<file path="src/rtl/dm_bus_arbiter_pkg.sv">
// Shared definitions for the two-master data-memory arbiter: state encoding,
// default burst limit and the burst counter width helper.
package dm_bus_arbiter_pkg;

   localparam int MAX_BURST_DEF = 8;

   typedef enum logic [1:0] {
      IDLE = 2'd0,
      GNT0 = 2'd1,
      GNT1 = 2'd2
   } arb_state_t;

   // A one-deep burst still needs a 1-bit counter to stay a legal vector.
   function automatic int cnt_width(input int n);
      return (n > 1) ? $clog2(n) : 1;
   endfunction

endpackage

</file>
<file path="src/rtl/dm_bus_arbiter_if.sv">
// Bundle of both master request/response channels and the memory-side bus.
// The arbiter sits on the slave modport; masters and memory use master.
interface dm_bus_arbiter_if;

   logic        m0_req, m0_rd, m0_wr, m0_lock;
   logic [31:0] m0_addr, m0_wdata, m0_rdata;
   logic        m0_ack, m0_err;

   logic        m1_req, m1_rd, m1_wr, m1_lock;
   logic [31:0] m1_addr, m1_wdata, m1_rdata;
   logic        m1_ack, m1_err;

   logic        dm_cs, dm_rd, dm_wr;
   logic [31:0] dm_address, dm_d_in, dm_out;

   modport slave (
      input  m0_req, m0_rd, m0_wr, m0_lock, m0_addr, m0_wdata,
      output m0_rdata, m0_ack, m0_err,
      input  m1_req, m1_rd, m1_wr, m1_lock, m1_addr, m1_wdata,
      output m1_rdata, m1_ack, m1_err,
      output dm_cs, dm_rd, dm_wr, dm_address, dm_d_in,
      input  dm_out
   );

   modport master (
      output m0_req, m0_rd, m0_wr, m0_lock, m0_addr, m0_wdata,
      input  m0_rdata, m0_ack, m0_err,
      output m1_req, m1_rd, m1_wr, m1_lock, m1_addr, m1_wdata,
      input  m1_rdata, m1_ack, m1_err,
      input  dm_cs, dm_rd, dm_wr, dm_address, dm_d_in,
      output dm_out
   );

endinterface

</file>
<file path="src/rtl/dm_bus_arbiter_grant.sv">
// Round-robin grant FSM with bounded locked bursts; the state register is the
// only output and drives all memory-side muxing in the arbiter top.
module rr_grant_fsm
   import dm_bus_arbiter_pkg::*;
#(
   parameter int MAX_BURST = MAX_BURST_DEF
) (
   input  logic       clk,
   input  logic       reset,
   input  logic [1:0] req,
   input  logic [1:0] lock,
   output arb_state_t state
);

   localparam int             CW      = cnt_width(MAX_BURST);
   localparam logic [CW-1:0]  CNT_MAX = CW'(MAX_BURST - 1);

   logic [CW-1:0] burst_cnt;
   logic          last_grant;
   logic          own;
   logic          other;

   assign own   = (state == GNT1);
   assign other = ~own;

   always_ff @(posedge clk) begin
      if (reset) begin
         state      <= IDLE;
         burst_cnt  <= '0;
         last_grant <= 1'b1;
      end else begin
         case (state)
            IDLE: begin
               burst_cnt <= '0;
               if (req[0] && req[1])
                  state <= last_grant ? GNT0 : GNT1;
               else if (req[0])
                  state <= GNT0;
               else if (req[1])
                  state <= GNT1;
            end
            GNT0, GNT1: begin
               last_grant <= own;
               // The counter check is what caps a lock while the other master waits.
               if (req[own] && lock[own] && (burst_cnt < CNT_MAX)) begin
                  burst_cnt <= burst_cnt + 1'b1;
               end else begin
                  burst_cnt <= '0;
                  if (req[other])
                     state <= other ? GNT1 : GNT0;
                  else if (!req[own])
                     state <= IDLE;
               end
            end
            default: begin
               state     <= IDLE;
               burst_cnt <= '0;
            end
         endcase
      end
   end

endmodule

</file>
<file path="src/rtl/dm_bus_arbiter.sv">
// Two-master (CPU/DMA) data-memory arbiter: steers the granted master onto the
// single-cycle memory bus and returns ack/err/rdata combinationally.
module dm_bus_arbiter
   import dm_bus_arbiter_pkg::*;
#(
   parameter int MAX_BURST = MAX_BURST_DEF
) (
   input  logic             clk,
   input  logic             reset,
   dm_bus_arbiter_if.slave  bus
);

   arb_state_t  state;
   logic        sel1;
   logic        granted;
   logic        active;
   logic        legal;
   logic        sel_req;
   logic        sel_rd;
   logic        sel_wr;
   logic [31:0] sel_addr;
   logic [31:0] sel_wdata;

   rr_grant_fsm #(
      .MAX_BURST (MAX_BURST)
   ) u_fsm (
      .clk   (clk),
      .reset (reset),
      .req   ({bus.m1_req,  bus.m0_req}),
      .lock  ({bus.m1_lock, bus.m0_lock}),
      .state (state)
   );

   assign sel1      = (state == GNT1);
   assign granted   = (state == GNT0) || sel1;
   assign sel_req   = sel1 ? bus.m1_req   : bus.m0_req;
   assign sel_rd    = sel1 ? bus.m1_rd    : bus.m0_rd;
   assign sel_wr    = sel1 ? bus.m1_wr    : bus.m0_wr;
   assign sel_addr  = sel1 ? bus.m1_addr  : bus.m0_addr;
   assign sel_wdata = sel1 ? bus.m1_wdata : bus.m0_wdata;

   // A granted master that has already withdrawn its request gets no access.
   assign active = granted && sel_req;
   assign legal  = active && (sel_rd ^ sel_wr);

   assign bus.dm_cs      = legal;
   assign bus.dm_rd      = legal && sel_rd;
   assign bus.dm_wr      = legal && sel_wr;
   assign bus.dm_address = legal ? sel_addr  : '0;
   assign bus.dm_d_in    = legal ? sel_wdata : '0;

   assign bus.m0_ack   = active && !sel1;
   assign bus.m1_ack   = active && sel1;
   assign bus.m0_err   = active && !sel1 && !legal;
   assign bus.m1_err   = active && sel1 && !legal;
   assign bus.m0_rdata = (state == GNT0) ? bus.dm_out : '0;
   assign bus.m1_rdata = (state == GNT1) ? bus.dm_out : '0;

endmodule

</file>
<file path="src/flat_wrapper.sv">
// flat-port wrapper written by rule: the top's interface ports become plain ports
module dm_bus_arbiter_flat import dm_bus_arbiter_pkg::*;
#(
   parameter int MAX_BURST = MAX_BURST_DEF
)
  (clk, reset, bus_m0_req, bus_m0_rd, bus_m0_wr, bus_m0_lock, bus_m0_addr, bus_m0_wdata, bus_m0_rdata, bus_m0_ack, bus_m0_err, bus_m1_req, bus_m1_rd, bus_m1_wr, bus_m1_lock, bus_m1_addr, bus_m1_wdata, bus_m1_rdata, bus_m1_ack, bus_m1_err, bus_dm_cs, bus_dm_rd, bus_dm_wr, bus_dm_address, bus_dm_d_in, bus_dm_out);
  dm_bus_arbiter_if bus_i ();
  input  logic clk;
  input  logic reset;
  input wire logic [$bits(bus_i.m0_req)-1:0] bus_m0_req;
  input wire logic [$bits(bus_i.m0_rd)-1:0] bus_m0_rd;
  input wire logic [$bits(bus_i.m0_wr)-1:0] bus_m0_wr;
  input wire logic [$bits(bus_i.m0_lock)-1:0] bus_m0_lock;
  input wire logic [$bits(bus_i.m0_addr)-1:0] bus_m0_addr;
  input wire logic [$bits(bus_i.m0_wdata)-1:0] bus_m0_wdata;
  output wire logic [$bits(bus_i.m0_rdata)-1:0] bus_m0_rdata;
  output wire logic [$bits(bus_i.m0_ack)-1:0] bus_m0_ack;
  output wire logic [$bits(bus_i.m0_err)-1:0] bus_m0_err;
  input wire logic [$bits(bus_i.m1_req)-1:0] bus_m1_req;
  input wire logic [$bits(bus_i.m1_rd)-1:0] bus_m1_rd;
  input wire logic [$bits(bus_i.m1_wr)-1:0] bus_m1_wr;
  input wire logic [$bits(bus_i.m1_lock)-1:0] bus_m1_lock;
  input wire logic [$bits(bus_i.m1_addr)-1:0] bus_m1_addr;
  input wire logic [$bits(bus_i.m1_wdata)-1:0] bus_m1_wdata;
  output wire logic [$bits(bus_i.m1_rdata)-1:0] bus_m1_rdata;
  output wire logic [$bits(bus_i.m1_ack)-1:0] bus_m1_ack;
  output wire logic [$bits(bus_i.m1_err)-1:0] bus_m1_err;
  output wire logic [$bits(bus_i.dm_cs)-1:0] bus_dm_cs;
  output wire logic [$bits(bus_i.dm_rd)-1:0] bus_dm_rd;
  output wire logic [$bits(bus_i.dm_wr)-1:0] bus_dm_wr;
  output wire logic [$bits(bus_i.dm_address)-1:0] bus_dm_address;
  output wire logic [$bits(bus_i.dm_d_in)-1:0] bus_dm_d_in;
  input wire logic [$bits(bus_i.dm_out)-1:0] bus_dm_out;
  assign bus_i.m0_req = bus_m0_req;
  assign bus_i.m0_rd = bus_m0_rd;
  assign bus_i.m0_wr = bus_m0_wr;
  assign bus_i.m0_lock = bus_m0_lock;
  assign bus_i.m0_addr = bus_m0_addr;
  assign bus_i.m0_wdata = bus_m0_wdata;
  assign bus_m0_rdata = bus_i.m0_rdata;
  assign bus_m0_ack = bus_i.m0_ack;
  assign bus_m0_err = bus_i.m0_err;
  assign bus_i.m1_req = bus_m1_req;
  assign bus_i.m1_rd = bus_m1_rd;
  assign bus_i.m1_wr = bus_m1_wr;
  assign bus_i.m1_lock = bus_m1_lock;
  assign bus_i.m1_addr = bus_m1_addr;
  assign bus_i.m1_wdata = bus_m1_wdata;
  assign bus_m1_rdata = bus_i.m1_rdata;
  assign bus_m1_ack = bus_i.m1_ack;
  assign bus_m1_err = bus_i.m1_err;
  assign bus_dm_cs = bus_i.dm_cs;
  assign bus_dm_rd = bus_i.dm_rd;
  assign bus_dm_wr = bus_i.dm_wr;
  assign bus_dm_address = bus_i.dm_address;
  assign bus_dm_d_in = bus_i.dm_d_in;
  assign bus_i.dm_out = bus_dm_out;
  dm_bus_arbiter #(.MAX_BURST(MAX_BURST)) u_core (.clk(clk), .reset(reset), .bus(bus_i));
endmodule
</file>
<file path="config.mk">
export PLATFORM = sky130hd
export DESIGN_NAME = dm_bus_arbiter_flat
export DESIGN_NICKNAME = d
export VERILOG_FILES = /design/src/rtl/dm_bus_arbiter_pkg.sv /design/src/rtl/dm_bus_arbiter_if.sv /design/src/rtl/dm_bus_arbiter_grant.sv /design/src/rtl/dm_bus_arbiter.sv /design/src/flat_wrapper.sv
export SDC_FILE = /design/constraint.sdc
export NUM_CORES = 1
export LEC_CHECK = 0
export BUFFER_PORTS_ARGS = -buffer_cell sky130_fd_sc_hd__buf_4
export CORE_AREA = 2 2 120 122
export DETAILED_ROUTE_END_ITERATION = 10
export DIE_AREA = 0 0 122 124
export PLACE_DENSITY_LB_ADDON = 0.3
export SLEW_MARGIN = 0
export SYNTH_ARGS = -nofsm -noshare
export SYNTH_HDL_FRONTEND = slang
export SYNTH_SLANG_ARGS = --single-unit
export TNS_END_PERCENT = 5
</file>
<file path="constraint.sdc">
create_clock -name clk -period 2.2 [get_ports clk]
set_input_delay 0.22 -clock clk [delete_from_list [all_inputs] [get_ports clk]]
set_output_delay 0.22 -clock clk [all_outputs]
set_load 0.03 [all_outputs]
</file>
Word level (Yosys, flattened, before mapping)
Cells that the tools add are included.

storage, ports and cells
  logic and storage cells = 57
  flip-flop bits (word level) = 6
  output and inout port bits = 135

operators by class
  bitwise logic cells = 4
  muxes and demuxes = 23
  add/subtract/negate cells = 1
  reduce and logical (&&, ||, !) cells = 18
  equal/unequal tests = 5
  magnitude comparators = 3

operators with widths
  operator                                             number
  two-way mux 32 bit                                   6
  two-way mux 2 bit                                    8
  logical AND 1 bit                                    11
  two-way mux 1 bit                                    8
  < comparator 1 x 2 -> 1 bit, second input constant   2
  inequality test 4 bit, second input constant         1
  one-hot mux 2 bit (2 select lines)                   1
  adder 3 x 1 -> 3 bit, second input constant          1
  < comparator 3 bit, second input constant            1
  inequality test 3 bit, second input constant         1
  NOT 1 bit                                            3
  AND reduction 3 bit                                  1
  OR reduction 3 bit                                   1
  equality test 2 x 1 -> 1 bit, second input constant  1
  equality test 2 bit, second input constant           1
  logical NOT 1 bit                                    2
  logical NOT 2 bit                                    1
  inequality test 2 bit, second input constant         1
  OR reduction 2 bit                                   1
  logical OR 1 bit                                     1
  XOR 1 bit                                            1

Logic depth before layout (Yosys ltp)
  word-level depth = 7
  gate-level depth with buffers = 9
  gate-level depth less buffers = 7

Modules after synthesis
Synthesis repeated with hierarchy kept, for this count alone.

unflattened totals
  cells, all modules = 278
  area, all modules = 1,969.4 um^2

by module, submodules not included
  module          cells each  times used  area each (um^2)  seq. area each (um^2)
  dm_bus_arbiter  237         1           1,560.2           0.0
  rr_grant_fsm    41          1           409.1             120.1

Least setup slack after synthesis
Ideal clock, no wire load.

  kind = flip-flop to output port
  start point = reg u_core.u_fsm.state[0]
  end point = out bus_dm_address[0]
  path slack = 49 ps
  cell stages (with the launch flop) = 10
  required time = 1,980 ps
  data arrival time = 1,931 ps
  cell sequence = dfxtp_1 > inv_1 > ha_1 > buf_6 > mux2_4 > and2_1 > o211ai_2 > buf_4 > buf_4 > nor2_1

on the way
  longest elaborated chain between the ends = 5
  elaborated cells on any way between the ends = 11
  classes of those cells = 2 x eq/ne; 5 x mux; 1 x bitwise; 3 x reduce/logical

ends and longest elaborated chain
  element                                                              RTL line                                    source
  start, declared                                                      dm_bus_arbiter_grant.sv:12                  output arb_state_t state
  start signal, assigned                                               dm_bus_arbiter_grant.sv:36                  state <= last_grant ? GNT0 : GNT1;
  start signal, assigned                                               dm_bus_arbiter_grant.sv:50                  state <= other ? GNT1 : GNT0;
  equality test 2 bit or equality test 2 x 1 -> 1 bit (tied branches)  dm_bus_arbiter.sv:34, dm_bus_arbiter.sv:35
  two-way mux 1 bit (tied with other cells)                            dm_bus_arbiter.sv:37                        assign sel_rd = sel1 ? bus.m1_rd : bus.m0_rd;
  XOR 1 bit or logical AND 1 bit (tied branches)                       dm_bus_arbiter.sv:44, dm_bus_arbiter.sv:43
  logical AND 1 bit                                                    dm_bus_arbiter.sv:44                        assign legal = active && (sel_rd ^ sel_wr);
  two-way mux 32 bit *                                                 dm_bus_arbiter.sv:49                        assign bus.dm_address = legal ? sel_addr : '0;
  end, declared                                                        flat_wrapper.sv:31                          output wire logic [$bits(bus_i.dm_address)-1:0] bus_dm_address;

Every way passes the cells marked *; elsewhere a longest branch is shown, timed or not.

Worst setup path after layout
  start point = reg u_core.u_fsm.state[1]
  end point = out bus_dm_d_in[13]

on the way
  longest elaborated chain between the ends = 5
  elaborated cells on any way between the ends = 11
  classes of those cells = 2 x eq/ne; 5 x mux; 1 x bitwise; 3 x reduce/logical

ends and longest elaborated chain
  element                                         RTL line                                    source
  equality test 2 bit *                           dm_bus_arbiter.sv:34                        assign sel1 = (state == GNT1);
  named net u_core.sel1                           dm_bus_arbiter.sv:14                        logic sel1;
  two-way mux 1 bit (tied with other cells)       dm_bus_arbiter.sv:37
  XOR 1 bit or logical AND 1 bit (tied branches)  dm_bus_arbiter.sv:44, dm_bus_arbiter.sv:43
  logical AND 1 bit                               dm_bus_arbiter.sv:44
  two-way mux 32 bit *                            dm_bus_arbiter.sv:50                        assign bus.dm_d_in = legal ? sel_wdata : '0;
  end, declared                                   flat_wrapper.sv:32                          output wire logic [$bits(bus_i.dm_d_in)-1:0] bus_dm_d_in;

Mark *: on every way through the listed nets, which the timed path passes. The rest lies on a longest branch.

==> report_table.html <==
<table>
<tr><th>Metric</th><th>Value</th></tr>
<tr><th colspan="2">Yosys</th></tr>
<tr><td>Cells after synthesis</td><td>278</td></tr>
<tr><td>Biggest area contributors in the synthesized netlist</td><td>mux2i_1 34%, and2_1 21%, nor2_1 14%, dfxtp_1 6.2%, ha_1 3.9%</td></tr>
<tr><td>Count of flip-flops with a built-in enable after synthesis</td><td>0</td></tr>
<tr><td>Share of Yosys cell area claimed by the top area cell type</td><td>0.343</td></tr>
<tr><td>Post-synthesis async set-or-reset flop share</td><td>0</td></tr>
<tr><td>Cell types with the highest counts after synthesis</td><td>73 x nor2_1, 66 x and2_1, 66 x mux2i_1, 8 x buf_2, 8 x inv_1</td></tr>
<tr><td>Top flip-flop cell by instance count after synthesis</td><td>dfxtp_1</td></tr>
<tr><td>Cell area after technology mapping</td><td>1930 µm²</td></tr>
<tr><td>Area leader, netlist</td><td>mux2i_1</td></tr>
<tr><td>Leading cell type by number of instances after synthesis</td><td>nor2_1</td></tr>
<tr><td>Post-synthesis net count</td><td>454</td></tr>
<tr><td>Sequential cell area fraction in the yosys report</td><td>0.0623</td></tr>
<tr><td>Post-synthesis area per instance</td><td>6.93 µm²</td></tr>
<tr><td>Synthesis Warnings</td><td>0</td></tr>
<tr><td>Post-synthesis sequential element count</td><td>6</td></tr>
<tr><td>Count of distinct cell types in the synthesized netlist</td><td>33</td></tr>
<tr><th colspan="2">Critical path</th></tr>
<tr><td>Setup crit end</td><td>bus_dm_d_in[13]</td></tr>
<tr><td>WP depth</td><td>7</td></tr>
<tr><td>Critical Path AT</td><td>2000 ps</td></tr>
<tr><td>End of the worst register-to-register path</td><td>u_core.u_fsm.state[1]</td></tr>
<tr><td>Top fanout value on the critical path</td><td>55</td></tr>
<tr><td>Maximum cell stage delay along the critical path</td><td>roughly 360 ps</td></tr>
<tr><td>Slowest cell on crit path</td><td>dfxtp_4</td></tr>
<tr><td>Worst Reg-to-Reg Cells</td><td>8</td></tr>
<tr><td>Category of the worst setup path capture point</td><td>output port</td></tr>
<tr><td>Worst-path cell chain</td><td>buf_6, buf_12, ha_4, buf_16, mux2i_1, nor2_1, buf_4</td></tr>
<tr><td>Critical path's top delay family</td><td>buffers and inverters</td></tr>
<tr><td>Reg-to-reg startpoint</td><td>u_core.u_fsm.state[1]</td></tr>
<tr><td>Beginning of the critical path</td><td>u_core.u_fsm.state[1]</td></tr>
<tr><td>Reg2reg setup slack</td><td>330 ps</td></tr>
<tr><td>Worst Path Required</td><td>about 2000 ps</td></tr>
<tr><td>Nature of the critical path startpoint</td><td>register</td></tr>
<tr><td>Number of buffers and inverters on the critical path</td><td>4</td></tr>
<tr><td>Worst setup path category</td><td>reg -&gt; out</td></tr>
<tr><th colspan="2">Clock tree</th></tr>
<tr><td>TritonCTS clock tree</td><td>done</td></tr>
<tr><td>TritonCTS buffer count</td><td>3</td></tr>
<tr><td>CTS clk-pin slew, worst paths</td><td>30 ps</td></tr>
<tr><td>Count of hold buffers inserted by post-cts repair</td><td>0</td></tr>
<tr><td>Insertion delay of the later-clocked pin in the worst-skew pair</td><td>230 ps</td></tr>
<tr><td>Htree depth</td><td>1</td></tr>
<tr><td>Cell at the root of the clock tree</td><td>clkbuf_16</td></tr>
<tr><td>Clock Sinks</td><td>6</td></tr>
<tr><td>CTS Buffer Depth</td><td>2</td></tr>
<tr><th colspan="2">STA</th></tr>
<tr><td>Final-layout worst hold slack</td><td>201 ps</td></tr>
<tr><td>Minimum period implied by the final worst setup slack</td><td>2220 ps</td></tr>
<tr><td>Headroom to the max-slew limit</td><td>0.761</td></tr>
<tr><td>Unrepaired setup endpoints after global routing</td><td>true</td></tr>
<tr><td>Highest Clock Rate</td><td>450 MHz</td></tr>
<tr><td>Clock Skew</td><td>between 0.3 and 0.4 ps</td></tr>
<tr><td>Setup slack of the critical path after layout</td><td>-24.4 ps</td></tr>
<tr><td>Final-layout setup total negative slack</td><td>-24.4 ps</td></tr>
<tr><td>Max-slew violation total from the final report</td><td>0</td></tr>
<tr><td>Period Utilization, post-route</td><td>1.01</td></tr>
<tr><td>Tightest Pin Transition</td><td>358 ps</td></tr>
<tr><td>Final-report hold violation count</td><td>0</td></tr>
<tr><td>Final Setup Violations</td><td>1</td></tr>
<tr><th colspan="2">Drt</th></tr>
<tr><td>First-pass iteration count of the detailed router</td><td>4</td></tr>
<tr><td>Antenna Nets Post-Route</td><td>0</td></tr>
<tr><td>Starting DRT DRC Count</td><td>76</td></tr>
<tr><td>Wire length on met2</td><td>5.57 mm</td></tr>
<tr><td>Post-Route M1 WL</td><td>3.61 mm</td></tr>
<tr><td>Total wire length</td><td>about 10 mm</td></tr>
<tr><td>DRC</td><td>0</td></tr>
<tr><td>Mean routed wirelength per cell</td><td>13.3 µm</td></tr>
<tr><td>Top layer reached by signal wires</td><td>met4</td></tr>
<tr><td>Via count of the routed design</td><td>3,049</td></tr>
<tr><td>Via/cell ratio</td><td>3.96</td></tr>
<tr><td>Met3 wirelength from detailed routing</td><td>~950 µm</td></tr>
<tr><th colspan="2">Power and ir drop</th></tr>
<tr><td>Net switching power of the design</td><td>0.00256 W</td></tr>
<tr><td>VDD IR max</td><td>about 0.47 mV</td></tr>
<tr><td>PwrDens</td><td>1030 nW/µm²</td></tr>
<tr><td>Combinational share of power</td><td>0.907</td></tr>
<tr><td>Sw Share</td><td>0.522</td></tr>
<tr><td>Clock power share</td><td>0.059</td></tr>
<tr><td>Internal portion of total power</td><td>about 0.0023 W</td></tr>
<tr><td>Leakage power</td><td>~2.5 nW</td></tr>
<tr><td>Relative contribution of sequential cells to total power</td><td>0.034</td></tr>
<tr><th colspan="2">Global routing</th></tr>
<tr><td>First-pass GRT wire length</td><td>~14 mm</td></tr>
<tr><td>Pin count of the biggest net entering global routing</td><td>56</td></tr>
<tr><td>Initial antenna violation count</td><td>0</td></tr>
<tr><td>Number of global-route vias before repair</td><td>between 2k and 3k</td></tr>
<tr><td>Remaining global-route overflow</td><td>0</td></tr>
<tr><td>Total track usage</td><td>0.114</td></tr>
<tr><th colspan="2">Layout</th></tr>
<tr><td>Filler Cell Count</td><td>1,423</td></tr>
<tr><td>Proportion of layout cells with a drive suffix above 1</td><td>0.600</td></tr>
<tr><td>Core occupancy in the finished layout</td><td>0.349</td></tr>
<tr><td>Final nets</td><td>768</td></tr>
<tr><td>Antenna Cells</td><td>0</td></tr>
<tr><td>Area added between synthesis and finish</td><td>148%</td></tr>
<tr><td>Area taken by multi-input logic gates</td><td>1710 µm²</td></tr>
<tr><td>FF+latch area</td><td>125 µm²</td></tr>
<tr><th colspan="2">Status</th></tr>
<tr><td>Status</td><td>finished with violations</td></tr>
<tr><td>Failing checks</td><td>negative setup slack</td></tr>
<tr><th colspan="2">Die</th></tr>
<tr><td>Die height</td><td>about 120 µm</td></tr>
<tr><td>Site Rows</td><td>43</td></tr>
<tr><td>Die Span X</td><td>122 µm</td></tr>
<tr><td>Number of primary I/O pins</td><td>between 300 and 400</td></tr>
<tr><td>Std-Cell Core Area</td><td>13,700 µm²</td></tr>
<tr><td>Starting density of the core</td><td>0.140</td></tr>
<tr><td>Die ar.</td><td>15,100 µm²</td></tr>
<tr><th colspan="2">Placement</th></tr>
<tr><td>Worst setup slack before clock tree synthesis</td><td>120 ps</td></tr>
<tr><td>Number of port buffers</td><td>304</td></tr>
<tr><td>Placer congestion estimate</td><td>0.739</td></tr>
<tr><td>Detail Placement HPWL</td><td>8.20 mm</td></tr>
<tr><th colspan="2">Min path</th></tr>
<tr><td>Hold WC Path Type</td><td>in -&gt; reg</td></tr>
<tr><th colspan="2">Job</th></tr>
<tr><td>Max-capacitance violation count</td><td>0</td></tr>
</table>
[sequential cells by signal (all words and copies together), names as in the netlist]
signal	flops
u_core.u_fsm.state	2
u_core.u_fsm.last_grant	1
u_core.u_fsm.burst_cnt	3
[logic make-up after synthesis]
family / share of synthesized area
fa+ha+maj: 0.0390
compound gates: 0.0435
buf+inv: 0.0812
flops: 0.0623
mux: 0.351
simple gates: 0.410
xor+xnor: 0.0136
[area by class of cell]
class | count | share of cell area
Timing Repair Buffer | 331 | 0.547
Clock buffer | 3 | 0.0157
Multi-Input combinational cell | 242 | 0.358
Sequential cell | 6 | 0.0261
Inverter | 8 | 0.00627
Tap cell | 180 | 0.0471
[what timing repair did]
item	4_1_cts	5_1_grt
resized for setup	21	7
cloned	3	0
endpoints found under the setup margin	60	32
pin swaps	3	1
buffers inserted	15	0
[stage by stage]
| step | total power, W | std cells | instance area (µm²) |
|---|---|---|---|
| 2_1_floorplan | 0.00276 | 278 | 1930 |
| 3_3_place_gp | 0.00414 | 750 | 4430 |
| 3_5_place_dp | 0.00418 | 750 | 4430 |
| 4_1_cts | 0.00493 | 771 | 4790 |
| 5_1_grt | 0.00520 | 770 | 4790 |
| 6_report | 0.00491 | 770 | 4790 |
[cells in the final DEF, fill, tap and decap left out, drive strengths merged, types with 2 or more instances in the layout]
cell type / instances
a21oi: 3
a31oi: 2
and2: 66
buf: 331
clkbuf: 3
dfxtp: 6
ha: 6
inv: 8
mux2i: 66
nand2: 2
nand2b: 2
nor2: 74
nor2b: 3
nor3b: 2
o21ai: 2
xnor2: 2
[power by group through the flow]
stage                     registers, W  logic (W)  clock network [W]
after CTS                     0.000160    0.00448           0.000295
after detailed placement      0.000153    0.00403                  0
after floorplan               0.000155    0.00261                  0
final                         0.000165    0.00445           0.000291
after global routing          0.000168    0.00473           0.000301
after global placement        0.000152    0.00399                  0
[layer usage]
metal,vias to the layer above,track usage
met4,0,0.0244
met3,12,0.0211
met5,-,0
li1,1536,-
met2,169,0.226
met1,1332,0.126
[worst min path at each step]
| stage | start | end | slack, ps | cells past startpoint |
|---|---|---|---|---|
| after global routing | reset | u_core.u_fsm.state[1] | 210 | 2 |
| after global placement | u_core.u_fsm.burst_cnt[0] | u_core.u_fsm.burst_cnt[0] | 420 | 1 |
| final | reset | u_core.u_fsm.state[1] | 200 | 2 |
| after detailed placement | u_core.u_fsm.burst_cnt[0] | u_core.u_fsm.burst_cnt[0] | 430 | 1 |
| after floorplan | reset | u_core.u_fsm.state[1] | 290 | 1 |
| after CTS | reset | u_core.u_fsm.state[1] | 200 | 2 |
(Power assumes the default switching activity.)
